<file path="config.mk">
export PLATFORM = sky130hd
export DESIGN_NAME = sr_latch_driver
export DESIGN_NICKNAME = d
export VERILOG_FILES = /design/src/rtl/sr_latch_driver.sv
export SDC_FILE = /design/constraint.sdc
export NUM_CORES = 1
export LEC_CHECK = 0
export ABC_AREA = 1
export CAP_MARGIN = 20
export CORE_AREA = 10 10 47 49
export DETAILED_ROUTE_END_ITERATION = 10
export DIE_AREA = 0 0 57 59
export PLACE_DENSITY = 0.67
export SETUP_SLACK_MARGIN = 0.15
export SYNTH_ARGS = -nofsm -noshare
export SYNTH_HDL_FRONTEND = slang
export SYNTH_SLANG_ARGS = --single-unit
</file>
<file path="constraint.sdc">
create_clock -name clk -period 1.5 [get_ports clk]
set_input_delay 0.3 -clock clk [delete_from_list [all_inputs] [get_ports clk]]
set_output_delay 0.3 -clock clk [all_outputs]
set_load 0.05 [all_outputs]
</file>
<file path="src/rtl/sr_latch_driver.sv">
// -----------------------------------------------------------------------------
// sr_latch_driver
//
// Clocked command-side controller for a level-sensitive SR latch cell.
// It accepts hold/reset/set commands over a valid/ready handshake. For a
// write it walks SETUP -> PULSE -> HOLD with the latch s/r lines stable
// around the enable pulse. It then waits in CHECK while the latch output
// propagates through the readback synchronizer. Finally it reports
// completion, and any readback mismatch, in DONE.
//
// Ports
//   clk        : single clock; all state updates on its rising edge
//   rst_n      : asynchronous active-low reset
//   cmd_valid  : command present
//   cmd_op     : 00 hold, 01 reset, 10 set, 11 illegal (sampled on accept)
//   cmd_ready  : high only in IDLE
//   s, r, en   : registered latch set / reset / enable lines
//   q_in       : latch Q, asynchronous to clk
//   q_sync     : synchronized copy of q_in
//   busy       : high in any state other than IDLE
//   done       : one-cycle completion pulse
//   err        : one-cycle error pulse, only ever together with done
// -----------------------------------------------------------------------------
module sr_latch_driver #(
    parameter int SETUP_CYC   = 1,
    parameter int PULSE_CYC   = 2,
    parameter int HOLD_CYC    = 1,
    parameter int SYNC_STAGES = 2
) (
    input  logic       clk,
    input  logic       rst_n,
    input  logic       cmd_valid,
    input  logic [1:0] cmd_op,
    output logic       cmd_ready,
    output logic       s,
    output logic       r,
    output logic       en,
    input  logic       q_in,
    output logic       q_sync,
    output logic       busy,
    output logic       done,
    output logic       err
);

    typedef enum logic [2:0] {
        ST_IDLE,
        ST_SETUP,
        ST_PULSE,
        ST_HOLD,
        ST_CHECK,
        ST_DONE
    } state_e;

    // The down-counter holds "cycles left in this state minus one", so it
    // has to reach the largest phase length minus one.
    localparam int MAX_SP  = (SETUP_CYC > PULSE_CYC) ? SETUP_CYC : PULSE_CYC;
    localparam int MAX_HK  = (HOLD_CYC > SYNC_STAGES) ? HOLD_CYC : SYNC_STAGES;
    localparam int MAX_CYC = (MAX_SP > MAX_HK) ? MAX_SP : MAX_HK;
    localparam int CNT_W   = (MAX_CYC > 1) ? $clog2(MAX_CYC) : 1;

    typedef logic [CNT_W-1:0] cnt_t;

    localparam cnt_t SETUP_LOAD = cnt_t'(SETUP_CYC - 1);
    localparam cnt_t PULSE_LOAD = cnt_t'(PULSE_CYC - 1);
    localparam cnt_t HOLD_LOAD  = cnt_t'(HOLD_CYC - 1);
    localparam cnt_t CHECK_LOAD = cnt_t'(SYNC_STAGES - 1);

    state_e state_q, state_d;
    cnt_t   cnt_q, cnt_d;
    logic   exp_q, exp_d;          // value the latch must hold after a write
    logic   write_q, write_d;      // current command is set/reset
    logic   illegal_q, illegal_d;  // current command is op 11
    logic   s_q, s_d;
    logic   r_q, r_d;
    logic   en_q, en_d;
    logic [SYNC_STAGES-1:0] sync_q;

    // -------------------------------------------------------------------------
    // Next-state and registered-output decode
    // -------------------------------------------------------------------------
    always_comb begin
        // NOTE: every signal assigned here gets a default first so that no
        // path through the case leaves it unassigned, which would infer a latch.
        state_d   = state_q;
        cnt_d     = cnt_q;
        exp_d     = exp_q;
        write_d   = write_q;
        illegal_d = illegal_q;

        unique case (state_q)
            ST_IDLE: begin
                if (cmd_valid) begin
                    unique case (cmd_op)
                        2'b01, 2'b10: begin
                            state_d   = ST_SETUP;
                            cnt_d     = SETUP_LOAD;
                            exp_d     = cmd_op[1];
                            write_d   = 1'b1;
                            illegal_d = 1'b0;
                        end
                        2'b00: begin
                            state_d   = ST_DONE;
                            write_d   = 1'b0;
                            illegal_d = 1'b0;
                        end
                        default: begin
                            state_d   = ST_DONE;
                            write_d   = 1'b0;
                            illegal_d = 1'b1;
                        end
                    endcase
                end
            end
            ST_SETUP: begin
                if (cnt_q == '0) begin
                    state_d = ST_PULSE;
                    cnt_d   = PULSE_LOAD;
                end else begin
                    cnt_d = cnt_q - cnt_t'(1);
                end
            end
            ST_PULSE: begin
                if (cnt_q == '0) begin
                    state_d = ST_HOLD;
                    cnt_d   = HOLD_LOAD;
                end else begin
                    cnt_d = cnt_q - cnt_t'(1);
                end
            end
            ST_HOLD: begin
                if (cnt_q == '0) begin
                    state_d = ST_CHECK;
                    cnt_d   = CHECK_LOAD;
                end else begin
                    cnt_d = cnt_q - cnt_t'(1);
                end
            end
            ST_CHECK: begin
                if (cnt_q == '0) begin
                    state_d = ST_DONE;
                    cnt_d   = '0;
                end else begin
                    cnt_d = cnt_q - cnt_t'(1);
                end
            end
            ST_DONE: begin
                state_d = ST_IDLE;
                cnt_d   = '0;
            end
            default: begin
                state_d = ST_IDLE;
                cnt_d   = '0;
            end
        endcase

        // The latch lines are registered from the state being entered, so
        // they are glitch-free and line up exactly with the state that owns
        // them. s and r are mutually exclusive by construction (exp vs ~exp).
        s_d  = 1'b0;
        r_d  = 1'b0;
        en_d = 1'b0;
        if (state_d == ST_SETUP || state_d == ST_PULSE || state_d == ST_HOLD) begin
            s_d = exp_d;
            r_d = ~exp_d;
        end
        if (state_d == ST_PULSE) begin
            en_d = 1'b1;
        end
    end

    // -------------------------------------------------------------------------
    // State registers
    // -------------------------------------------------------------------------
    // NOTE: sequential state uses non-blocking assignments so every flop
    // samples pre-edge values regardless of statement order.
    // NOTE: the async reset clears the latch lines immediately, so an aborted
    // write never leaves en high or s/r driven.
    always_ff @(posedge clk or negedge rst_n) begin
        if (!rst_n) begin
            state_q   <= ST_IDLE;
            cnt_q     <= '0;
            exp_q     <= 1'b0;
            write_q   <= 1'b0;
            illegal_q <= 1'b0;
            s_q       <= 1'b0;
            r_q       <= 1'b0;
            en_q      <= 1'b0;
        end else begin
            state_q   <= state_d;
            cnt_q     <= cnt_d;
            exp_q     <= exp_d;
            write_q   <= write_d;
            illegal_q <= illegal_d;
            s_q       <= s_d;
            r_q       <= r_d;
            en_q      <= en_d;
        end
    end

    // Free-running readback synchronizer, independent of the FSM.
    always_ff @(posedge clk or negedge rst_n) begin
        if (!rst_n) begin
            sync_q <= '0;
        end else begin
            sync_q <= {sync_q[SYNC_STAGES-2:0], q_in};
        end
    end

    // -------------------------------------------------------------------------
    // Outputs
    // -------------------------------------------------------------------------
    assign q_sync    = sync_q[SYNC_STAGES-1];
    assign cmd_ready = (state_q == ST_IDLE);
    assign busy      = (state_q != ST_IDLE);
    assign done      = (state_q == ST_DONE);
    assign err       = done && (illegal_q || (write_q && (q_sync != exp_q)));
    assign s         = s_q;
    assign r         = r_q;
    assign en        = en_q;

endmodule
</file>
# == Word-level counts from Yosys, hierarchy flattened ==
# Cells that the tools add are included.
# totals
in_bits,6
register_bits,12
# classes
n_mux,20
bitwise,1
n_reduce_logical,14
eq_ne,13
addsub,1
# op_table
op,n
$mux 3,6
$pmux 3 s5,1
$eq 3x2->1 const B,4
$mux 1,12
$eq 3x1->1 const B,2
$eq 3x3->1 const B,2
$reduce_or 2->1,3
$reduce_and 2->1,2
$logic_not 3->1,1
$logic_or 1x1->1,3
$pmux 1 s3,1
$reduce_bool 3->1,1
$reduce_or 3->1,1
$eq 2x1->1 const B,1
$eq 2x2->1 const B,1
$logic_and 1x1->1,2
$logic_not 2->1,1
$ne 2x1->1 const B,1
$ne 2x2->1 const B,1
$ne 1x1->1,1
$not 1->1,1
$sub 1x1->1 const B,1

# == Logic depth before layout (Yosys ltp) ==
# logic_depth
ltp_word,9
ltp_mapped,9

# == Worst setup path before layout ==
# Ideal clock, no wire load.
# synth_path
kind,register to output
start,register state_q[2]
end,output port err
path_stages_with_launch,4
slack_ps,-958
arrival_ps,2158
n_path_buf,0
path_cell_list,dfrtp_1 -> inv_2 -> nor3_1 -> o21a_1
# synth_between
elab_chain_cells,2
# synth_lines
element,line,text
from (decl),68,"state_e state_q, state_d;"
from (signal assigned),189,state_q <= state_d;
$eq 3x3->1,215,assign done = (state_q == ST_DONE);
net done,41,"output logic done,"
$logic_and 1x1->1,216,assign err = done && (illegal_q || (write_q && (q_sync != exp_q)));
to (decl),42,output logic err
# The timed path passes the listed nets, and every way through them passes these cells.

# == Worst setup path in the final report ==
# layout_path
start,register state_q[1]
end,output port err
# layout_between
elab_chain_cells,2
# layout_lines
element,line
$eq 3x3->1,215
$logic_and 1x1->1,216
# Every way passes these cells.

==> out/qor.yml <==
status:
  status: "finished with violations"
  violations: "setup timing"
finish:
  mostFrequentLayoutCell: "buf_4"
  final_cell_area_sq_um: 1011
  antenna_cells: 0
  stdcell_count: 111
  drive_gt1_frac: 0.5263
  final_cell_mix: "13 x buf_4, 10 x dfrtp_1, 9 x nand2_1, 8 x buf_12"
  nNetsFinal: 103
  syn2layout_area_growth_pct: 84.47
synth:
  yosysWarnings: 0
  synthesis.instances: 63
  syn_nets: 70
  synth_area_sq_um: 548.0
  ys_seq_elements: 12
  synth.yosys.seq_area_share: 0.5479
  syn_avg_cell_area_sq_um: 8.699
  synth.distinct_cells: 16
floorplan:
  initial_utilization: 0.3911
  core_area_sq_um: 1401
  rows: 14
  die_w_microns: 57
  io_pins: 14
  die-height_microns: 59
  die_area_sq_um: 3363
grt:
  grt_max_degree: 13
  antenna_found_initial: 0
  grt_pass1_vias: 596
  grt_usage: 0.09773
  grt.overflow.total: 0
  grt_pass1_wl_mm: 2.580
place:
  dp_hpwl_mm: 1.008
  dp_slack_ns: -0.05979
  port_buffers: 13
  dpl_cell_area_sq_um: 824.5
  place_congestion: 0.7581
  placedCellCount: 95
clock_tree:
  cts_tree: "built"
  cts_buffers: 3
  clk_pin_slew_ns: 0.08
  cts_buffer_depth: 2
  root_buffer: "clkbuf_4"
  cts_sinks: 12
  clk_latency_ns: 0.28
  h-tree-depth: 1
  ctsHoldBuffers: 0
routing:
  dr_total_vias: 547
  avgRoutedWirePerCell_microns: 14.03
  via_per_inst: 4.928
  dr.first_iter.drc_count: 4
  first_pass_iters: 4
  wirelength_mm: 1.557
  drtAntennaViolNets: 0
  drt_drc_violations_left: 0
critical_path:
  crit_path_start_kind: "register"
  crit_type: "reg -> out"
  crit_path_max_incr_delay_ns: 0.45
  cp.required_ns: 1.20
  r2r_cells: 8
  cp_max_fo: 4
  cp.arrival_ns: 1.26
  cp_slowest_cell: "dfrtp_2"
  cp-end-kind: "output pin"
  crit_chain: "nor3_4 -> o21a_4 -> buf_12"
pwr:
  vdd_ir_drop_max_uv: 1417
  leakage_nw: 0.4923
  power_density_nw_per_um2: 2370
timing:
  hold_viol: 0
  period_needed_ns: 1.558
  fin_skew_ns: 0.002899
  max_freq_mhz: 641.9
  final-max-slew-violation-count: 0
  finalCritPeriodShare: 1.039
  rsz0062_at_grt: "true"
  finalWorstSetupSlack_ns: -0.05792
  setup_viol: 2
  timing.slew.headroom: 0.8354
  worst_pin_slew_ns: 0.2462
job:
  drv_cap: 0
min_path:
  hp-class: "in -> async"
-- final timing paths --
check	start	end	slack [ns]
worst max register to register	state_q[2]	s	0.10
max in group asynchronous	rst_n	state_q[1]	1.03
min in group clk	sync_q[0]	sync_q[1]	0.36
worst max-delay path	state_q[1]	err	-0.06
worst min register to register	sync_q[0]	sync_q[1]	0.36
worst min-delay path	rst_n	write_q	0.31
-- sequential cells by signal (all words and copies together) (netlist names) --
name and cells:
cnt_q 1, s 1, en 1, exp_q 1, illegal_q 1, state_q 3, sync_q 2, write_q 1
r 1
-- metrics by stage --
step | power, W | setup TNS, ns | hold WS [ns] | util
detailed placement | 0.001720 | -0.09942 | 0.3378 | 0.5884
global route | 0.002552 | -0.2246 | 0.3350 | 0.7214
floorplan | 0.001242 | -0.06934 | 0.004409 | -
finish | 0.002396 | -0.09660 | 0.3063 | 0.7214
global placement | 0.001694 | -0.002492 | 0.3365 | 0.5884
CTS | 0.002249 | -0.08497 | 0.3077 | 0.6938
-- cell usage after synthesis --
library cell / n / share of area
a21oi_1: 1 / 0.0091
dfrtp_1: 12 / 0.55
ha_1: 1 / 0.023
inv_1: 6 / 0.041
inv_2: 3 / 0.021
nand2_1: 16 / 0.11
nand2_4: 2 / 0.041
nand3_1: 5 / 0.046
nand4_1: 1 / 0.011
nor2_1: 6 / 0.041
nor2_2: 1 / 0.011
nor2_4: 1 / 0.021
nor3_1: 1 / 0.0091
o21a_1: 1 / 0.014
o21ai_0: 5 / 0.046
o21ai_1: 1 / 0.0091
-- cell type report --
class / count / area (sq um)
fillers: 99 / 390.4
repair buffers: 28 / 330.3
flip-flops and latches: 12 / 302.8
multi-input cells: 42 / 287.8
clock buffers: 4 / 36.28
inverters: 9 / 33.78
well taps: 16 / 20.02
-- timing repair --
item / CTS / global route
resized for setup: 10 / 11
setup buffers: 11 / 1
setup endpoints to repair: 6 / 8
pin swaps: 7 / 4
-- kinds of logic after synthesis --
| family | count (synthesis) | synth area share |
|---|---|---|
| flip-flops | 12 | 0.5479 |
| adder cells (fa/ha/maj) | 1 | 0.02283 |
| AO/OA/AOI/OAI | 8 | 0.07761 |
| buffers and inverters | 9 | 0.06164 |
| AND/OR/NAND/NOR | 33 | 0.2899 |
-- worst max-delay path: cells and delay by family, from the launching register on --
family,cells,cell delay (ns)
DFF,1,0.45
AOI/OAI and AO/OA,1,0.17
and+or+nand+nor,1,0.23
buffers and inverters,1,0.13
-- per-layer routing --
layer,global-route usage,vias up,routed length [microns]
met5,0,-,0
met4,0.07047,0,59
met3,0.03433,7,80
met2,0.1643,12,821
met1,0.09878,264,596
li1,-,264,-
-- where the power goes --
part	internal (W)	switching, W	total [W]
sequential	0.000456	0.000110	0.000565
combinational	0.000718	0.000852	0.00157
clock	0.000148	0.000114	0.000261
total	0.00132	0.00108	0.00240
Power figures use the tool's default switching activity.
